[src/rtl/des_pkg.sv]
// Shared DES definitions: FIPS 46-3 tables, key shift schedule, S-boxes,
// FSM encoding and the bit-permutation helpers used by the round logic.
package des_pkg;

    localparam int ROUNDS = 16;

    typedef enum logic [1:0] {
        IDLE = 2'd0,
        RUN  = 2'd1,
        DONE = 2'd2
    } state_t;

    // All tables use 1-based DES bit numbers; bit n of a W-bit vector is [W-n].
    localparam int IP_TAB [64] = '{
        58, 50, 42, 34, 26, 18, 10, 2,  60, 52, 44, 36, 28, 20, 12, 4,
        62, 54, 46, 38, 30, 22, 14, 6,  64, 56, 48, 40, 32, 24, 16, 8,
        57, 49, 41, 33, 25, 17,  9, 1,  59, 51, 43, 35, 27, 19, 11, 3,
        61, 53, 45, 37, 29, 21, 13, 5,  63, 55, 47, 39, 31, 23, 15, 7};

    localparam int FP_TAB [64] = '{
        40, 8, 48, 16, 56, 24, 64, 32,  39, 7, 47, 15, 55, 23, 63, 31,
        38, 6, 46, 14, 54, 22, 62, 30,  37, 5, 45, 13, 53, 21, 61, 29,
        36, 4, 44, 12, 52, 20, 60, 28,  35, 3, 43, 11, 51, 19, 59, 27,
        34, 2, 42, 10, 50, 18, 58, 26,  33, 1, 41,  9, 49, 17, 57, 25};

    localparam int E_TAB [48] = '{
        32,  1,  2,  3,  4,  5,   4,  5,  6,  7,  8,  9,
         8,  9, 10, 11, 12, 13,  12, 13, 14, 15, 16, 17,
        16, 17, 18, 19, 20, 21,  20, 21, 22, 23, 24, 25,
        24, 25, 26, 27, 28, 29,  28, 29, 30, 31, 32,  1};

    localparam int P_TAB [32] = '{
        16,  7, 20, 21, 29, 12, 28, 17,   1, 15, 23, 26,  5, 18, 31, 10,
         2,  8, 24, 14, 32, 27,  3,  9,  19, 13, 30,  6, 22, 11,  4, 25};

    localparam int PC1_TAB [56] = '{
        57, 49, 41, 33, 25, 17,  9,   1, 58, 50, 42, 34, 26, 18,
        10,  2, 59, 51, 43, 35, 27,  19, 11,  3, 60, 52, 44, 36,
        63, 55, 47, 39, 31, 23, 15,   7, 62, 54, 46, 38, 30, 22,
        14,  6, 61, 53, 45, 37, 29,  21, 13,  5, 28, 20, 12,  4};

    localparam int PC2_TAB [48] = '{
        14, 17, 11, 24,  1,  5,   3, 28, 15,  6, 21, 10,
        23, 19, 12,  4, 26,  8,  16,  7, 27, 20, 13,  2,
        41, 52, 31, 37, 47, 55,  30, 40, 51, 45, 33, 48,
        44, 49, 39, 56, 34, 53,  46, 42, 50, 36, 29, 32};

    localparam int SHIFT_TAB [16] = '{1, 1, 2, 2, 2, 2, 2, 2, 1, 2, 2, 2, 2, 2, 2, 1};

    // Row-major: entry index = row*16 + column.
    localparam int SBOX_TAB [8][64] = '{
        '{14, 4,13, 1, 2,15,11, 8, 3,10, 6,12, 5, 9, 0, 7,  0,15, 7, 4,14, 2,13, 1,10, 6,12,11, 9, 5, 3, 8,
           4, 1,14, 8,13, 6, 2,11,15,12, 9, 7, 3,10, 5, 0, 15,12, 8, 2, 4, 9, 1, 7, 5,11, 3,14,10, 0, 6,13},
        '{15, 1, 8,14, 6,11, 3, 4, 9, 7, 2,13,12, 0, 5,10,  3,13, 4, 7,15, 2, 8,14,12, 0, 1,10, 6, 9,11, 5,
           0,14, 7,11,10, 4,13, 1, 5, 8,12, 6, 9, 3, 2,15, 13, 8,10, 1, 3,15, 4, 2,11, 6, 7,12, 0, 5,14, 9},
        '{10, 0, 9,14, 6, 3,15, 5, 1,13,12, 7,11, 4, 2, 8, 13, 7, 0, 9, 3, 4, 6,10, 2, 8, 5,14,12,11,15, 1,
          13, 6, 4, 9, 8,15, 3, 0,11, 1, 2,12, 5,10,14, 7,  1,10,13, 0, 6, 9, 8, 7, 4,15,14, 3,11, 5, 2,12},
        '{ 7,13,14, 3, 0, 6, 9,10, 1, 2, 8, 5,11,12, 4,15, 13, 8,11, 5, 6,15, 0, 3, 4, 7, 2,12, 1,10,14, 9,
          10, 6, 9, 0,12,11, 7,13,15, 1, 3,14, 5, 2, 8, 4,  3,15, 0, 6,10, 1,13, 8, 9, 4, 5,11,12, 7, 2,14},
        '{ 2,12, 4, 1, 7,10,11, 6, 8, 5, 3,15,13, 0,14, 9, 14,11, 2,12, 4, 7,13, 1, 5, 0,15,10, 3, 9, 8, 6,
           4, 2, 1,11,10,13, 7, 8,15, 9,12, 5, 6, 3, 0,14, 11, 8,12, 7, 1,14, 2,13, 6,15, 0, 9,10, 4, 5, 3},
        '{12, 1,10,15, 9, 2, 6, 8, 0,13, 3, 4,14, 7, 5,11, 10,15, 4, 2, 7,12, 9, 5, 6, 1,13,14, 0,11, 3, 8,
           9,14,15, 5, 2, 8,12, 3, 7, 0, 4,10, 1,13,11, 6,  4, 3, 2,12, 9, 5,15,10,11,14, 1, 7, 6, 0, 8,13},
        '{ 4,11, 2,14,15, 0, 8,13, 3,12, 9, 7, 5,10, 6, 1, 13, 0,11, 7, 4, 9, 1,10,14, 3, 5,12, 2,15, 8, 6,
           1, 4,11,13,12, 3, 7,14,10,15, 6, 8, 0, 5, 9, 2,  6,11,13, 8, 1, 4,10, 7, 9, 5, 0,15,14, 2, 3,12},
        '{13, 2, 8, 4, 6,15,11, 1,10, 9, 3,14, 5, 0,12, 7,  1,15,13, 8,10, 3, 7, 4,12, 5, 6,11, 0,14, 9, 2,
           7,11, 4, 1, 9,12,14, 2, 0, 6,10,13,15, 3, 5, 8,  2, 1,14, 7, 4,10, 8,13,15,12, 9, 0, 3, 5, 6,11}};

    function automatic logic [63:0] perm_ip(input logic [63:0] x);
        logic [63:0] y;
        y = 64'd0;
        for (int i = 0; i < 64; i++) y[6'(63 - i)] = x[6'(64 - IP_TAB[i])];
        return y;
    endfunction

    function automatic logic [63:0] perm_fp(input logic [63:0] x);
        logic [63:0] y;
        y = 64'd0;
        for (int i = 0; i < 64; i++) y[6'(63 - i)] = x[6'(64 - FP_TAB[i])];
        return y;
    endfunction

    function automatic logic [55:0] perm_pc1(input logic [63:0] x);
        logic [55:0] y;
        y = 56'd0;
        for (int i = 0; i < 56; i++) y[6'(55 - i)] = x[6'(64 - PC1_TAB[i])];
        return y;
    endfunction

    function automatic logic [47:0] perm_pc2(input logic [55:0] x);
        logic [47:0] y;
        y = 48'd0;
        for (int i = 0; i < 48; i++) y[6'(47 - i)] = x[6'(56 - PC2_TAB[i])];
        return y;
    endfunction

    // Cipher function f(R,K) = P(S(E(R) xor K)).
    function automatic logic [31:0] feistel(input logic [31:0] r, input logic [47:0] k);
        logic [47:0] x;
        logic [31:0] s_out;
        logic [31:0] y;
        logic [5:0]  six;
        logic [5:0]  idx;
        x = 48'd0;
        for (int i = 0; i < 48; i++) x[6'(47 - i)] = r[5'(32 - E_TAB[i])];
        x = x ^ k;
        s_out = 32'd0;
        for (int s = 0; s < 8; s++) begin
            six = x[6'(47 - 6 * s) -: 6];
            idx = {six[5], six[0], six[4:1]};
            s_out[5'(31 - 4 * s) -: 4] = 4'(SBOX_TAB[s][idx]);
        end
        y = 32'd0;
        for (int i = 0; i < 32; i++) y[5'(31 - i)] = s_out[5'(32 - P_TAB[i])];
        return y;
    endfunction

    // Rotation amount for round 1..16; out-of-range rounds get a harmless 1.
    function automatic logic [1:0] shift_amt(input logic [4:0] round);
        logic [1:0] amt;
        if ((round >= 5'd1) && (round <= 5'd16)) begin
            amt = 2'(SHIFT_TAB[4'(round - 5'd1)]);
        end else begin
            amt = 2'd1;
        end
        return amt;
    endfunction

endpackage

[src/rtl/des_round.sv]
// One combinational DES round: key-half rotation, subkey selection and Feistel step.
module des_round
    import des_pkg::*;
(
    input  logic [31:0] l_in,
    input  logic [31:0] r_in,
    input  logic [27:0] c_in,
    input  logic [27:0] d_in,
    input  logic [1:0]  shift,
    output logic [31:0] l_out,
    output logic [31:0] r_out,
    output logic [27:0] c_out,
    output logic [27:0] d_out
);

    logic [27:0] c_rot;
    logic [27:0] d_rot;
    logic [47:0] subkey;

    // Rotate the key halves, derive K_i and apply the Feistel swap.
    always_comb begin
        c_rot  = c_in;
        d_rot  = d_in;
        if (shift == 2'd2) begin
            c_rot = {c_in[25:0], c_in[27:26]};
            d_rot = {d_in[25:0], d_in[27:26]};
        end else begin
            c_rot = {c_in[26:0], c_in[27]};
            d_rot = {d_in[26:0], d_in[27]};
        end
        subkey = perm_pc2({c_rot, d_rot});
        c_out  = c_rot;
        d_out  = d_rot;
        l_out  = r_in;
        r_out  = l_in ^ feistel(r_in, subkey);
    end

endmodule

[src/rtl/des_core.sv]
// Iterative DES encryptor: loads a block, runs 16 rounds (one per clock),
// then publishes the ciphertext with a one-cycle valid pulse.
module des_core
    import des_pkg::*;
(
    input  logic        clk,
    input  logic        rst_n,
    input  logic        start,
    input  logic [63:0] plain_text,
    input  logic [63:0] key_din,
    output logic [63:0] cipher_text,
    output logic        dat_valid
);

    state_t      state;
    logic [4:0]  round;
    logic [31:0] l_reg;
    logic [31:0] r_reg;
    logic [27:0] c_reg;
    logic [27:0] d_reg;
    logic [31:0] l_nxt;
    logic [31:0] r_nxt;
    logic [27:0] c_nxt;
    logic [27:0] d_nxt;
    logic [63:0] ip_val;
    logic [55:0] pc1_val;

    assign ip_val  = perm_ip(plain_text);
    assign pc1_val = perm_pc1(key_din);

    des_round u_round (
        .l_in  (l_reg),
        .r_in  (r_reg),
        .c_in  (c_reg),
        .d_in  (d_reg),
        .shift (shift_amt(round)),
        .l_out (l_nxt),
        .r_out (r_nxt),
        .c_out (c_nxt),
        .d_out (d_nxt)
    );

    // Control FSM with the datapath registers and registered outputs.
    // Reset input is active-high despite its name.
    always_ff @(posedge clk or posedge rst_n) begin
        if (rst_n) begin
            state       <= IDLE;
            round       <= 5'd0;
            l_reg       <= 32'd0;
            r_reg       <= 32'd0;
            c_reg       <= 28'd0;
            d_reg       <= 28'd0;
            cipher_text <= 64'd0;
            dat_valid   <= 1'b0;
        end else begin
            case (state)
                IDLE: begin
                    dat_valid <= 1'b0;
                    if (start) begin
                        l_reg <= ip_val[63:32];
                        r_reg <= ip_val[31:0];
                        c_reg <= pc1_val[55:28];
                        d_reg <= pc1_val[27:0];
                        round <= 5'd1;
                        state <= RUN;
                    end else begin
                        state <= IDLE;
                    end
                end
                RUN: begin
                    dat_valid <= 1'b0;
                    l_reg     <= l_nxt;
                    r_reg     <= r_nxt;
                    c_reg     <= c_nxt;
                    d_reg     <= d_nxt;
                    if (round == 5'(ROUNDS)) begin
                        round <= 5'd0;
                        state <= DONE;
                    end else begin
                        round <= round + 5'd1;
                    end
                end
                DONE: begin
                    // Halves are swapped before the final permutation.
                    cipher_text <= perm_fp({r_reg, l_reg});
                    dat_valid   <= 1'b1;
                    state       <= IDLE;
                end
                default: begin
                    dat_valid <= 1'b0;
                    round     <= 5'd0;
                    state     <= IDLE;
                end
            endcase
        end
    end

endmodule

[config.mk]
export PLATFORM = sky130hd
export DESIGN_NAME = des_core
export DESIGN_NICKNAME = d
export VERILOG_FILES = /design/src/rtl/des_pkg.sv /design/src/rtl/des_round.sv /design/src/rtl/des_core.sv
export SDC_FILE = /design/constraint.sdc
export NUM_CORES = 1
export LEC_CHECK = 0
export CORE_ASPECT_RATIO = 0.6
export CORE_MARGIN = 1
export CORE_UTILIZATION = 35
export DETAILED_ROUTE_END_ITERATION = 12
export PLACE_DENSITY = 0.75
export SYNTH_ARGS = -nofsm -noshare
export SYNTH_HDL_FRONTEND = slang
export SYNTH_SLANG_ARGS = --single-unit
[constraint.sdc]
create_clock -name clk -period 4.3 [get_ports clk]
set_clock_uncertainty 0.1 [all_clocks]
set_input_delay 0.86 -clock clk [delete_from_list [all_inputs] [get_ports clk]]
set_output_delay 0.86 -clock clk [all_outputs]
set_load 0.005 [all_outputs]
== Yosys cells after proc, flatten, opt, wreduce, memory -nomap -nowiden ==
Memory sizes are Yosys's and may differ from the RTL's.
Index checks and enable logic that the tools add are counted.
Operators by class
  reduce and logical (&&, ||, !) cells: 5
  equality and inequality tests: 6
  bitwise operators: 8
  muxes and demuxes: 25
  magnitude comparators: 7
  add/subtract/negate cells: 2
Operator list (number)
  one-hot mux 32 bit (2 select lines): 2
  two-way mux 32 bit: 2
  two-way mux 28 bit: 2
  one-hot mux 28 bit (2 select lines): 1
  XOR 32 x 16 -> 32 bit: 1
  >= comparator 7 bit, second input constant: 4
  NOT 6 -> 7 bit: 4
  XOR 24 bit: 1
  one-hot mux 5 bit (3 select lines): 1
  two-way mux 2 bit: 6
  two-way mux 3 bit: 4
  two-way mux 5 bit: 2
  two-way mux 4 bit: 2
  adder 5 x 1 -> 5 bit, second input constant: 1
  == test 5 bit, second input constant: 1
  >= comparator 5 x 1 -> 1 bit, second input constant: 1
  >= comparator 5 bit, second input constant: 1
  less-or-equal comparator 5 bit, second input constant: 1
  NOT 4 -> 5 bit: 1
  == test 2 bit, second input constant: 2
  != test 2 bit, second input constant: 2
  one-hot mux 2 bit (2 select lines): 1
  AND reduction 2 bit: 2
  subtractor 4 x 1 -> 4 bit, second input constant: 1
  other kinds (6): 7
Storage, ports and cells
  output and inout bits: 65
  memory bits (read-only): 8704
  memories: 5
  flip-flop bits (word level): 116
  logic and storage cells: 65
Memories
  (name not given): depth 64, width 32, read ports 1, clocked after Yosys merged registers in 0, write ports 0, line des_pkg.sv:111  | s_out[5'(31 - 4 * s) -: 4] = 4'(SBOX_TAB[s][idx]);
  (name not given): depth 64, width 32, read ports 1, clocked after Yosys merged registers in 0, write ports 0, line des_pkg.sv:111
  (name not given): depth 64, width 32, read ports 1, clocked after Yosys merged registers in 0, write ports 0, line des_pkg.sv:111
  (name not given): depth 64, width 32, read ports 1, clocked after Yosys merged registers in 0, write ports 0, line des_pkg.sv:111
  (name not given): depth 16, width 32, read ports 1, clocked after Yosys merged registers in 0, write ports 0, line des_pkg.sv:122  | amt = 2'(SHIFT_TAB[4'(round - 5'd1)]);

== Logic depth before layout (Yosys ltp) ==
Gate-level depths: netlist of the first run.
  depth after elaboration: 15
  gate-level depth with buffers: 17
  mapped depth without buffers: 16

== Cells and area by module ==
A second synthesis of the first run with hierarchy kept.
Second synthesis, totals
  cell total of the unflattened synthesis: 906
  area, all modules: 9125.0 sq um
Modules (own cells, without submodules)
  des_core: area an instance 6184.7 sq um, cells each 479, seq. area each 3603.5 sq um, times used 1
  des_round: area an instance 2940.3 sq um, cells each 427, seq. area each 0.0 sq um, times used 1

== Worst setup path before layout of the first run ==
OpenSTA, ideal clock, no wires.
  path type: register to register
  start: reg round[0]
  end: reg r_reg[0]
  buffers on the path: 2
  data arrival time: 3462 ps
  slack: 611 ps
  stages on the path, launching flop included: 17
  data required time: 4074 ps
  cells stage by stage: dfrtp_1 buf_2 inv_1 ha_1 nand3_1 o311ai_1 a221o_2 buf_6 o22ai_1 nand2_1 ha_1 a21boi_0 nor2_1 a22o_1 a32oi_1 a21oi_1 a311o_1
On the way
  cells in the longest elaborated chain, start to end: 15
  elaborated cells between the ends (all ways): 18
Ends and longest elaborated chain
  from (decl): line des_core.sv:16  | logic [4:0] round;
  from (signal assigned): line des_core.sv:80  | round <= round + 5'd1;
  subtractor 4 x 1 -> 4 bit: line des_pkg.sv:122
  NOT 4 -> 5 bit (implied by the code): line des_pkg.sv:122
  memory (16 x 32 bit)
  two-way mux 2 bit (implied by the code) (2 in series): line des_pkg.sv:122
  two-way mux 2 bit *: line des_pkg.sv:121  | if ((round >= 5'd1) && (round <= 5'd16)) begin
  == test 2 bit *: line des_round.sv:24  | if (shift == 2'd2) begin
  two-way mux 28 bit *: line des_round.sv:24
  XOR 24 bit *: line des_pkg.sv:106  | x = x ^ k;
  NOT 6 -> 7 bit (implied by the code) *: line des_pkg.sv:111
  memory (64 x 32 bit) *
  two-way mux 4 bit (implied by the code) * (2 in series): line des_pkg.sv:111
  XOR 32 x 16 -> 32 bit *: line des_round.sv:35  | r_out = l_in ^ feistel(r_in, subkey);
  one-hot mux 32 bit (2 select lines) *: line des_core.sv:56  | case (state)
  to (signal assigned): line des_core.sv:61  | r_reg <= ip_val[31:0];
  to (signal assigned): line des_core.sv:73  | r_reg <= r_nxt;
  to (decl): line des_core.sv:18  | logic [31:0] r_reg;
Every way passes the cells marked *; elsewhere a longest branch is shown, timed or not. The select of a mux whose other input is x is not followed.
A chain may end at the register's enable or synchronous reset.

== Final worst setup path of the first run ==
Same ends and word-level chain as after synthesis.

==> results of run 1 <==
## area by class of cell
cell class | instances | share of cell area [%]
Inverter | 19 | 1.004
Timing Repair Buffer | 80 | 10.45
Sequential cell | 92 | 31.84
Tap cell | 234 | 4.050
Clock inverter | 5 | 0.6057
Clock buffer | 11 | 3.358
Multi-Input combinational cell | 531 | 48.68
## stage by stage
stage / area [sq um] / worst slack, ns / hold WS (ns)
floorplan: 6445 / 0.6113 / 0.3650
global placement: 6943 / 0.4835 / 0.3692
detailed placement: 6943 / 0.4101 / 0.3799
CTS: 7229 / 0.3799 / 0.3973
global route: 7229 / 0.07900 / 0.4123
finish: 7229 / 0.3042 / 0.3974
## cells by family after synthesis
kind of cell / share of synthesized area, %
simple gates: 17.52
compound gates: 20.72
buf+inv: 10.02
flops: 36.73
mux: 7.545
fa+ha+maj: 4.790
xor+xnor: 2.615
other cells: 0.05982
## cells in the mapped netlist, types with 10 or more instances
cell type,instances,area share (%)
xnor2_1,10,1.4
a31oi_1,19,1.9
nor2_1,35,2.1
clkbuf_1,21,1.3
a22o_1,23,3.2
mux2i_1,22,3.5
buf_2,10,0.80
nand2_1,73,4.4
inv_1,17,1.0
nor2b_1,22,2.2
nand3_1,11,0.88
dfrtp_1,92,37
o21ai_0,38,3.0
a21oi_1,23,1.8
buf_4,51,6.1
mux2_2,19,3.4
nand2b_1,14,1.4
ha_1,24,4.8
## worst reg2reg max path: stages (launching register included)
cell and delay (ns):
dfrtp_1 0.54, inv_1 0.12, ha_1 0.27, nand3_1 0.11
o311ai_1 0.16, a221oi_4 0.58, nand2_4 0.10, buf_12 0.18
mux2i_1 0.75, nand2_1 0.15, xnor2_1 0.17, o2111ai_1 0.22
a21oi_1 0.10, a311o_1 0.33
## routing by layer
metal,vias up,routed length [um]
met2,230,6865
met1,2561,8019
met4,0,277
met3,30,1316
met5,-,0
li1,2465,-
## worst paths after layout
check	slack (ns)	end	cells past startpoint	startpoint
min in group asynchronous	0.73	r_reg[5]	2	rst_n
min	0.40	l_reg[29]	1	r_reg[29]
max reg2reg	0.30	r_reg[0]	13	round[0]
max in group asynchronous	2.65	cipher_text[11]	3	rst_n
min reg2reg	0.40	l_reg[29]	1	r_reg[29]
max	0.30	r_reg[0]	13	round[0]
==> reports/results.ini, run 1 <==
[sta]
slew_headroom_pct = 29.19
max_freq_mhz = 250.3
grt_setup_unrepaired = no
drv_slew = 0
finalHoldViolations = 0
finalSetupTns_ns = 0
tightest_slew_ns = 1.062
setup_viol = 0
min_period_over_period_pct = 92.93
finalCriticalPeriod_ns = 3.996

[global_routing]
grt_pass1_wl_um = 26610
grt_pass1_vias = 4898
antenna_found_initial = 0
grt_usage_pct = 18.23
grt_use_met2_pct = 25.62
grt_max_degree = 73
top_usage_layer = met1
grt_overflow_total = 0
grtUsageMet1_pct = 28.00
use_met3_pct = 3.499

[die]
fp.dieW_um = 174.8
core_sq_um = 17310
dieArea_sq_um = 18470
io_pins = 196
initial_core_util_pct = 36.20
die_h_um = 105.7
row_count = 37

[cells_and_area]
area_delta_synth_final_pct = 15.33
layout_commonest_cell = dfrtp_1
diodes = 0
mostFrequentLayoutCells = 92 x dfrtp_1, 73 x nand2_1, 48 x conb_1
layout.nets = 888
fillers = 1715
seq_area_sq_um = 2302
final_cell_count_no_fill = 972
largest_reg_flops = 28
fin_util_pct = 41.75
multi_input_area_sq_um = 3520
drive_gt1_share_pct = 12.06

[placed_design]
dp_hpwl_um = 11630
portBuffers = 47
placed_cells = 956
gp_congestion = 0.8941

[route]
drt_iter0_drc = 654
dr.pass1.iters = 5
dr_total_vias = 5286
wl_per_cell_um = 16.95
wl_um = 16480
drtAntennaViolNets = 0
drc = 0
routed_via_density = 5.438

[yosys]
ys_seq_area_share_pct = 36.73
syn_area_sq_um = 6269
synth.ff_latch_count = 92
synthArstFlopShare_pct = 100.0
synth_edf_count = 0
syn_inst = 683
ys_types = 77
yosys_warnings = 0
syn_avg_cell_area_sq_um = 9.178
synth_top_flop_cell = dfrtp_1

[critical_path]
crit_chain = inv_1 -> ha_1 -> nand3_1 -> o311ai_1 -> a221oi_4 -> nand2_4 -> buf_12 -> mux2i_1 -> nand2_1 -> xnor2_1 -> o2111ai_1 -> a21oi_1 -> a311o_1
cp_slowest_cell = mux2i_1
cp_max_fo = 19
worstPathArrival_ns = 4.12
critPathMaxStageDelay_ns = 0.75
critical-path-top-delay-family = compound AO/OA/AOI/OAI gates
worst-path-buf-inv = 2
worstSetupPathType = reg -> reg
end_kind = flip-flop
critPathLaunchType = flip-flop
critPathRequiredTime_ns = 4.43

[clock_network]
numCtsBuffers = 9
htree_num_levels = 3
hold_buffers = 0
cts_sinks = 92
post_cts_buffers = 0
cts_tree = built
cts_max_path_buffers = 2
clk_pin_slew_ns = 0.07
ctsRootBufferMaster = clkbuf_16
cts_resized = 0
clock_latency_ns = 0.35

[hold_path]
hp-class = reg -> reg

[status]
status = complete, no violations

[flow_run]
drv_cap = 0

Power of run 1 is left out: the tool's default activity adds up to more than one toggle a clock period on the data nets, which glitch-free logic cannot reach.
==> run 2, diff against run 1 <==
- DONT_BUFFER_PORTS: default -> 1
- PLACE_DENSITY: 0.75 -> 0.61
- SKIP_CTS_REPAIR_TIMING: default -> 1
- SLEW_MARGIN: default -> 10
==> run 2 against run 1 <==
Fmax is 1.3% higher. Global-route usage is 0.85 points lower. Non-clock buffer count is 46 lower. Sequential share of layout area is 2.2 points higher. Setup slack better by 0.051 ns. Flip-flop and latch count stayed put. Clock-buffer cell count is 2 lower. Largest cell class unchanged. Worst hold slack worse by 0.014 ns. First-iteration DRC count is 36% lower. Routed wire length is 3.5% lower.
==> reports/results.ini, run 2 (synthesis gave the netlist of run 1 again) <==
[route]
drt-met1-wl_um = 8262  ; +3.0%
dr_total_vias = 4977  ; -5.8%
drt_iter0_drc = 420  ; -36%
wl_um = 15900  ; -3.5%
drtAntennaViolNets = 0  ; unchanged
route.met3.wl_um = 1318  ; +0.15%
wl_per_cell_um = 17.17  ; +1.3%
routed_via_density = 5.375  ; -1.2%
dr_wl_met2_um = 6083  ; -11%
drc = 0  ; unchanged
top_layer = met4
dr.pass1.iters = 5  ; unchanged

[sta]
tightest_slew_ns = 0.9394  ; -0.1227 ns
setup_viol = 0  ; unchanged
grt_setup_unrepaired = no
finalCriticalPeriod_ns = 3.945  ; -0.05075 ns
finalSetupTns_ns = 0  ; unchanged
max_freq_mhz = 253.5  ; +1.3%
drv_slew = 0  ; unchanged
finalHoldViolations = 0  ; unchanged
min_period_over_period_pct = 91.75  ; -1.2 points
slew_headroom_pct = 37.37  ; +8.2 points

[hold_path]
hp-class = reg -> reg
hold_path.startpoint = r_reg[23]

[cells_and_area]
area_delta_synth_final_pct = 7.804
mostFrequentLayoutCells = 92 x dfrtp_1, 73 x nand2_1, 48 x conb_1
layout.nets = 842  ; -5.2%
drive_gt1_share_pct = 13.15  ; +1.1 points
fin_util_pct = 39.03  ; -2.7 points
largest_reg_flops = 28  ; unchanged
diodes = 0  ; unchanged
layout_commonest_cell = dfrtp_1
final_cell_count_no_fill = 926  ; -4.7%
fillers = 1746  ; +1.8%

[critical_path]
cp_max_fo = 12  ; -7
critPathRequiredTime_ns = 4.43  ; about the same
end_kind = flip-flop
worstPathArrival_ns = 4.07  ; -0.05 ns
timing.rr.start = round[1]
worstSetupStartpoint = round[1]
critPathLaunchType = flip-flop
worstSetupPathType = reg -> reg

[global_routing]
grt_pass1_vias = 4424  ; -9.7%
grt_overflow_total = 0  ; unchanged
grt_pass1_wl_um = 25060  ; -5.8%
grt_max_degree = 64  ; -12%
grt_usage_pct = 17.37  ; -0.85 points
antenna_found_initial = 0  ; unchanged

[clock_network]
cts_sinks = 92  ; unchanged
cts_tree = built
cts_max_path_buffers = 2  ; unchanged
ctsRootBufferMaster = clkbuf_16
clock_latency_ns = 0.35  ; about the same
htree_num_levels = 3  ; unchanged
numCtsBuffers = 9  ; unchanged
clk_pin_slew_ns = 0.07  ; about the same

[placed_design]
portBuffers = 0  ; -100%
placed_cells = 907  ; -5.1%
dp_hpwl_um = 11700  ; +0.57%
gp_congestion = 0.8480  ; -5.2%

[die]
io_pins = 196  ; unchanged
fp.dieW_um = 174.8  ; unchanged
core_sq_um = 17310  ; unchanged
die_h_um = 105.7  ; unchanged
dieArea_sq_um = 18470  ; unchanged
row_count = 37  ; unchanged
initial_core_util_pct = 36.20  ; unchanged

[flow_run]
drv_cap = 0  ; unchanged

[status]
status = complete, no violations

## run 2: metal layers
metal  vias up  global-route usage [%]
li1       2370                       -
met1      2414                   27.45
met2       174                   22.14
met3        19                   5.014
met4         0                   4.410
met5         -                       0
## run 2: area by class of cell
type	instances	area [sq um]	area share, %
flip-flops and latches	92	2302	34.07
well taps	234	292.8	4.333
inverters	19	73.82	1.092
clock inverters	7	76.32	1.129
multi-input cells	531	3520	52.08
clock buffers	9	225.2	3.333
repair buffers	34	267.8	3.962
## run 2: metrics by stage
stage	hold WS, ns	setup slack (ns)	instance area (sq um)
3_5_place_dp	0.3747	0.2809	6421
4_1_cts	0.3800	0.2585	6723
5_1_grt	0.4083	0.1078	6758
6_report	0.3830	0.3550	6758
2_1_floorplan	0.3650	0.6113	6445
3_3_place_gp	0.3717	0.3328	6421
## run 2: critical path, cell delays in order, from the launching register on
cell      delay, ns
dfrtp_1        0.53
inv_1          0.17
ha_1           0.27
nand3_1        0.10
o311ai_1       0.17
a221o_2        0.52
o22ai_1        0.19
nand2_1        0.12
ha_1           0.31
a21boi_0       0.29
nor2_1         0.11
a22o_1         0.27
a32oi_1        0.23
a21oi_1        0.10
a311o_1        0.33
## run 2: final timing paths
path / to / slack [ns] / depth (start not counted)
min reg2reg: l_reg[23] / 0.38 / 1
max: r_reg[0] / 0.35 / 14
min: l_reg[23] / 0.38 / 1
min in group asynchronous: r_reg[0] / 0.42 / 1
max reg2reg: r_reg[0] / 0.35 / 14
max in group asynchronous: d_reg[25] / 2.92 / 2
Power of run 2 is left out for the same reason.
